File: src/rtl/lsu_pkg.sv
// Shared encodings for the byte-serial load/store unit: access sizes, FSM states
// and the per-size beat count.
package lsu_pkg;

    localparam logic [1:0] SIZE_B   = 2'd0;
    localparam logic [1:0] SIZE_H   = 2'd1;
    localparam logic [1:0] SIZE_W   = 2'd2;
    localparam logic [1:0] SIZE_RSV = 2'd3;

    typedef enum logic [1:0] {
        ST_IDLE = 2'd0,
        ST_XFER = 2'd1,
        ST_WAIT = 2'd2,
        ST_RESP = 2'd3
    } state_t;

    // Index of the final byte beat for an access size (n - 1).
    function automatic logic [1:0] last_beat(input logic [1:0] size);
        case (size)
            SIZE_H:  return 2'd1;
            SIZE_W:  return 2'd3;
            default: return 2'd0;
        endcase
    endfunction

endpackage

File: src/rtl/lsu_load_ext.sv
// Combinational load-data extension: sign- or zero-fills byte and half loads to
// 32 bits; words pass through, the reserved size yields zero.
module lsu_load_ext (
    input  logic [31:0] data,
    input  logic [1:0]  size,
    input  logic        is_unsigned,
    output logic [31:0] result
);
    import lsu_pkg::*;

    logic signed [7:0]  byte_s;
    logic signed [15:0] half_s;
    logic signed [31:0] byte_sx;
    logic signed [31:0] half_sx;

    assign byte_s  = data[7:0];
    assign half_s  = data[15:0];
    assign byte_sx = byte_s;
    assign half_sx = half_s;

    always_comb begin
        result = '0;
        case (size)
            SIZE_B:  result = is_unsigned ? {24'd0, data[7:0]}  : byte_sx;
            SIZE_H:  result = is_unsigned ? {16'd0, data[15:0]} : half_sx;
            SIZE_W:  result = data;
            default: result = '0;
        endcase
    end

endmodule

File: src/rtl/lsu.sv
// Load/store unit bridging 32-bit CPU requests onto a byte-wide memory, one byte
// per cycle, little-endian, with a one-cycle completion pulse.
module lsu (
    input  logic        clk,
    input  logic        rst,
    input  logic        req_valid,
    output logic        req_ready,
    input  logic        req_we,
    input  logic [1:0]  req_size,
    input  logic        req_unsigned,
    input  logic [31:0] req_addr,
    input  logic [31:0] req_wdata,
    output logic        resp_valid,
    output logic [31:0] resp_rdata,
    output logic        resp_err,
    output logic [31:0] mem_addr,
    output logic        mem_we,
    output logic        mem_re,
    output logic [7:0]  mem_wdata,
    input  logic [7:0]  mem_rdata
);
    import lsu_pkg::*;

    state_t      state;
    logic [1:0]  cnt;
    logic [1:0]  cnt_nx;
    logic [1:0]  last;
    logic [1:0]  cap_idx;
    logic        cap_vld_p1;
    logic        accept;

    logic        we_q;
    logic        uns_q;
    logic [1:0]  size_q;
    logic [31:0] addr_q;
    logic [31:0] wdata_q;
    logic [31:0] rbuf;
    logic [31:0] asm_data;
    logic [31:0] ext_data;

    assign req_ready = (state == ST_IDLE);
    assign accept    = req_valid && req_ready;
    assign cnt_nx    = cnt + 2'd1;

    // A read byte arrives the cycle after its strobe; merge it in flight so the
    // final byte can feed the extender in the same cycle it lands.
    always_comb begin
        asm_data = rbuf;
        if (cap_vld_p1)
            asm_data[{cap_idx, 3'b000} +: 8] = mem_rdata;
    end

    lsu_load_ext u_ext (
        .data        (asm_data),
        .size        (size_q),
        .is_unsigned (uns_q),
        .result      (ext_data)
    );

    // Request fields and read assembly buffer
    always_ff @(posedge clk) begin
        if (accept) begin
            we_q    <= req_we;
            size_q  <= req_size;
            uns_q   <= req_unsigned;
            addr_q  <= req_addr;
            wdata_q <= req_wdata;
            last    <= last_beat(req_size);
            rbuf    <= '0;
        end else if (cap_vld_p1) begin
            rbuf    <= asm_data;
        end
    end

    // Control FSM with registered memory and response outputs
    always_ff @(posedge clk) begin
        if (rst) begin
            state      <= ST_IDLE;
            cnt        <= '0;
            cap_idx    <= '0;
            cap_vld_p1 <= 1'b0;
            resp_valid <= 1'b0;
            resp_err   <= 1'b0;
            resp_rdata <= '0;
            mem_addr   <= '0;
            mem_we     <= 1'b0;
            mem_re     <= 1'b0;
            mem_wdata  <= '0;
        end else begin
            resp_valid <= 1'b0;
            cap_vld_p1 <= mem_re;
            if (cap_vld_p1)
                cap_idx <= cap_idx + 2'd1;

            case (state)
                ST_IDLE: begin
                    if (accept) begin
                        cnt     <= '0;
                        cap_idx <= '0;
                        if (req_size == SIZE_RSV) begin
                            state      <= ST_RESP;
                            resp_valid <= 1'b1;
                            resp_err   <= 1'b1;
                            resp_rdata <= '0;
                        end else begin
                            state     <= ST_XFER;
                            mem_addr  <= req_addr;
                            mem_we    <= req_we;
                            mem_re    <= !req_we;
                            mem_wdata <= req_we ? req_wdata[7:0] : 8'd0;
                        end
                    end
                end

                ST_XFER: begin
                    if (cnt == last) begin
                        mem_addr  <= '0;
                        mem_we    <= 1'b0;
                        mem_re    <= 1'b0;
                        mem_wdata <= '0;
                        if (we_q) begin
                            state      <= ST_RESP;
                            resp_valid <= 1'b1;
                            resp_err   <= 1'b0;
                            resp_rdata <= '0;
                        end else begin
                            state <= ST_WAIT;
                        end
                    end else begin
                        cnt       <= cnt_nx;
                        mem_addr  <= addr_q + {30'd0, cnt_nx};
                        mem_wdata <= we_q ? wdata_q[{cnt_nx, 3'b000} +: 8] : 8'd0;
                    end
                end

                ST_WAIT: begin
                    state      <= ST_RESP;
                    resp_valid <= 1'b1;
                    resp_err   <= 1'b0;
                    resp_rdata <= ext_data;
                end

                ST_RESP: state <= ST_IDLE;

                default: state <= ST_IDLE;
            endcase
        end
    end

endmodule
File: config.mk
export PLATFORM = sky130hd
export DESIGN_NAME = lsu
export DESIGN_NICKNAME = d
export VERILOG_FILES = /design/src/rtl/lsu_pkg.sv /design/src/rtl/lsu_load_ext.sv /design/src/rtl/lsu.sv
export SDC_FILE = /design/constraint.sdc
export NUM_CORES = 1
export LEC_CHECK = 0
export CAP_MARGIN = 20
export CORE_MARGIN = 4
export CORE_UTILIZATION = 52
export DETAILED_ROUTE_END_ITERATION = 6
export HOLD_SLACK_MARGIN = 0.15
export PLACE_DENSITY = 0.78
export SYNTH_ARGS = -nofsm -noshare
export SYNTH_HDL_FRONTEND = slang
export SYNTH_SLANG_ARGS = --single-unit
File: constraint.sdc
create_clock -name clk -period 4.4 [get_ports clk]
set_input_delay 1.1 -clock clk [delete_from_list [all_inputs] [get_ports clk]]
set_output_delay 1.1 -clock clk [all_outputs]
set_load 0.005 [all_outputs]
==> flow_summary_export.csv <==
group,metric,value,unit
pwr,power_density,554,nW/um^2
clock_network,h-tree-depth,4,
placement,place_congestion,0.837,
detailed_routing,routedWlPerCell,19.7,um
detailed_routing,routed_wl,21.6,mm
clock_network,cts_max_path_buffers,2,
sta,worst_pin_slew,1.06,ns
sta,timing.final.crit_share,75.5,%
sta,slew_headroom,29.5,%
critical_path,crit_top_cell,"xor2_1",
final_layout,diodes,0,
global_routing,grt_max_degree,50,
yosys,yosysMostFrequentCell,"dfxtp_1",
yosys,yosysWarnings,0,
critical_path,r2r_slack,1.08,ns
sta,hold_violations,0,
sta,setup_viol,0,
critical_path,cp-start-kind,"flip-flop",
critical_path,crit_path_cell_trace,"xor2_1 > inv_1 > fa_1 > nand4b_1 > nor3_1 > nand4_1 > xor2_1 > a211oi_1",
yosys,synth_seq_area_share,55.0,%
clock_network,cts-root-buf,"clkbuf_16",
yosys,synthArstFlopShare,0,%
yosys,synth_nets,859,
flow_run,drv_cap,0,
floorplan,die_y,132,um
clock_network,cts-resized-gates,0,
yosys,synth_cell_types,68,
clock_network,hold_buffers,0,
yosys,synth_area,8010,sq um
critical_path,critPathArrivalTime,3.67,ns
floorplan,io_pins,156,
critical_path,critical_path_class,"reg -> reg",
global_routing,grt_pass1_wl,34.7,mm
clock_network,path_clk_slew,0.07,ns
pwr,p_leak,0.00354,uW
floorplan,die_w,132,um
floorplan,coreArea,15100,sq um
sta,fin_crit,3.32,ns
clock_network,clkSinkCount,185,
critical_path,slowest_delay,0.76,ns
global_routing,first_global_vias,6644,
sta,setup-tns-final,0,ns
detailed_routing,drtAntennaViolNets,0,
floorplan,fp.dieArea,17500,sq um
detailed_routing,first_iter_violations,648,
final_layout,syn2layout_area_growth,28.6,%
detailed_routing,num_vias,6674,
yosys,synth_edf_count,70,
clock_network,postCtsSetupBuffers,0,
global_routing,grt_usage,24.5,%
yosys,syn_area_per_cell,10.5,sq um
critical_path,cp_max_fo,15,
yosys,synth.area.top_cells,"dfxtp_1, edfxtp_1, nor2_1",
critical_path,cpMaxStageDelayCell,"dfxtp_1",
yosys,yosys.area.top_type,"dfxtp_1",
final_layout,nNetsFinal,990,
yosys,synth-seq-cells,185,
sta,rsz0062_at_grt,"false",
critical_path,endpoint_kind,"flip-flop",
critical_path,cp_num_buf_inv,1,
sta,max_freq,0.301,GHz
status,status,"complete, no violations",
final_layout,fin_util,68.0,%
yosys,yosys_most_used_dff,"dfxtp_1",
floorplan,rows,45,
global_routing,antenna_found_initial,0,
clock_network,cts_made_buffers,17,
detailed_routing,dr.pass1.iters,5,
yosys,synth_top_area_share,28.7,%
detailed_routing,route.detailed.drc,0,
clock_network,clk-insertion-delay-late,0.43,ns
placement,port_buffers,155,
detailed_routing,vias_per_cell,6.08,
critical_path,crit_required,4.74,ns
placement,hpwlAfterDp,15.0,mm
pwr,irDropWorstVdd,0.000351,V
critical_path,path_delay_family,"simple AND/OR/NAND/NOR gates",
yosys,synth_common_cells,"dfxtp_1, nor2_1, edfxtp_1",
final_layout,drive_gt1_share,7.58,%
yosys,syn_inst,766,
clock_network,cts_tree,"done",
global_routing,grt_overflow,0,
sta,finalClockSkew,0.00951,ns
worst_hold_path,hp-class,"reg -> reg",
floorplan,start_util,52.9,%
sta,drv_slew,0,
-- final timing paths --
kind                               start                     endpoint  cells after the start
max reg2reg          cnt[0]$_SDFFE_PP0P_    mem_addr[28]$_SDFFE_PP0P_                      8
max                  cnt[0]$_SDFFE_PP0P_    mem_addr[28]$_SDFFE_PP0P_                      8
min reg2reg  resp_rdata[19]$_SDFFE_PP0P_  resp_rdata[19]$_SDFFE_PP0P_                      2
min          resp_rdata[19]$_SDFFE_PP0P_  resp_rdata[19]$_SDFFE_PP0P_                      2
-- routing by layer --
layer | routed length [um] | vias up | track usage [%]
met1 | 8920 | 3218 | 31.8
met4 | 464 | 0 | 7.70
met5 | 0 | - | 0
li1 | - | 3100 | -
met3 | 1700 | 45 | 6.45
met2 | 10500 | 311 | 40.5
-- per-stage QoR --
stage          power (uW)  cell area, sq um  setup slack (ns)  hold slack, ns  cells
4_1_cts              5710             10300              1.13           0.459   1098
6_report             5710             10300              1.08           0.456   1098
3_5_place_dp         4110              9690             0.796           0.448   1066
3_3_place_gp         4040              9690             0.933           0.443   1066
2_1_floorplan        3360              8010             0.513           0.440    766
5_1_grt              5990             10300             0.844           0.473   1098
-- worst reg2reg max path, stage by stage, from the launching register on --
cell	delay [ns]
dfxtp_1	0.76
xor2_1	0.25
inv_1	0.09
fa_1	0.47
nand4b_1	0.50
nor3_1	0.59
nand4_1	0.19
xor2_1	0.18
a211oi_1	0.21
-- registers in the layout, indices dropped and copies added (netlist names), 2 cells and up --
register,flops
cnt,2
wdata_q,32
last,2
resp_rdata,32
state,2
cap_idx,2
size_q,2
mem_wdata,8
mem_addr,32
rbuf,32
addr_q,32
-- power by group --
group | internal [uW] | switching, uW | total, uW
logic | 733 | 1010 | 1740
clock network | 931 | 676 | 1610
registers | 2130 | 228 | 2360
total | 3790 | 1910 | 5710
-- cell usage in the layout, fill, tap and decap left out, types with 3 or more instances in the layout --
cell type,count
inv_1,14
nor3_2,3
a22oi_1,16
ha_1,13
dfxtp_1,115
and2_1,3
bufinv_16,3
nor3_1,25
a21boi_0,9
nand2_1,49
buf_4,9
a211oi_1,18
o22ai_1,5
o21ai_0,17
nor2_1,94
nand2b_1,5
and3_1,7
nor2b_1,4
nor4_1,4
xor2_1,14
edfxtp_1,70
a22o_1,8
clkdlybuf4s50_1,154
mux4_2,8
xnor2_1,16
a21oi_1,54
o21ai_1,20
clkinv_2,4
a32oi_1,16
clkbuf_16,18
nand4_1,8
a31oi_1,10
a221oi_1,14
or3_1,9
nand3_1,16
o31a_1,3
inv_6,4
-- cell families after synthesis --
family / after synthesis / share of synthesized area (%)
XOR/XNOR: 30 / 3.28
buffers and inverters: 68 / 3.50
AO/OA/AOI/OAI: 209 / 17.7
multiplexers: 10 / 2.50
flip-flops: 185 / 55.0
AND/OR/NAND/NOR: 250 / 15.8
adder cells (fa/ha/maj): 14 / 2.28
-- layout make-up --
cell class	count	area [sq um]
repair buffers	165	1630
flip-flops and latches	185	4400
multi-input cells	513	3350
clock inverters	14	168
clock buffers	18	450
inverters	15	57.6
well taps	188	235
fillers	1107	4840
No activity file was read; power rests on OpenSTA's default activity.
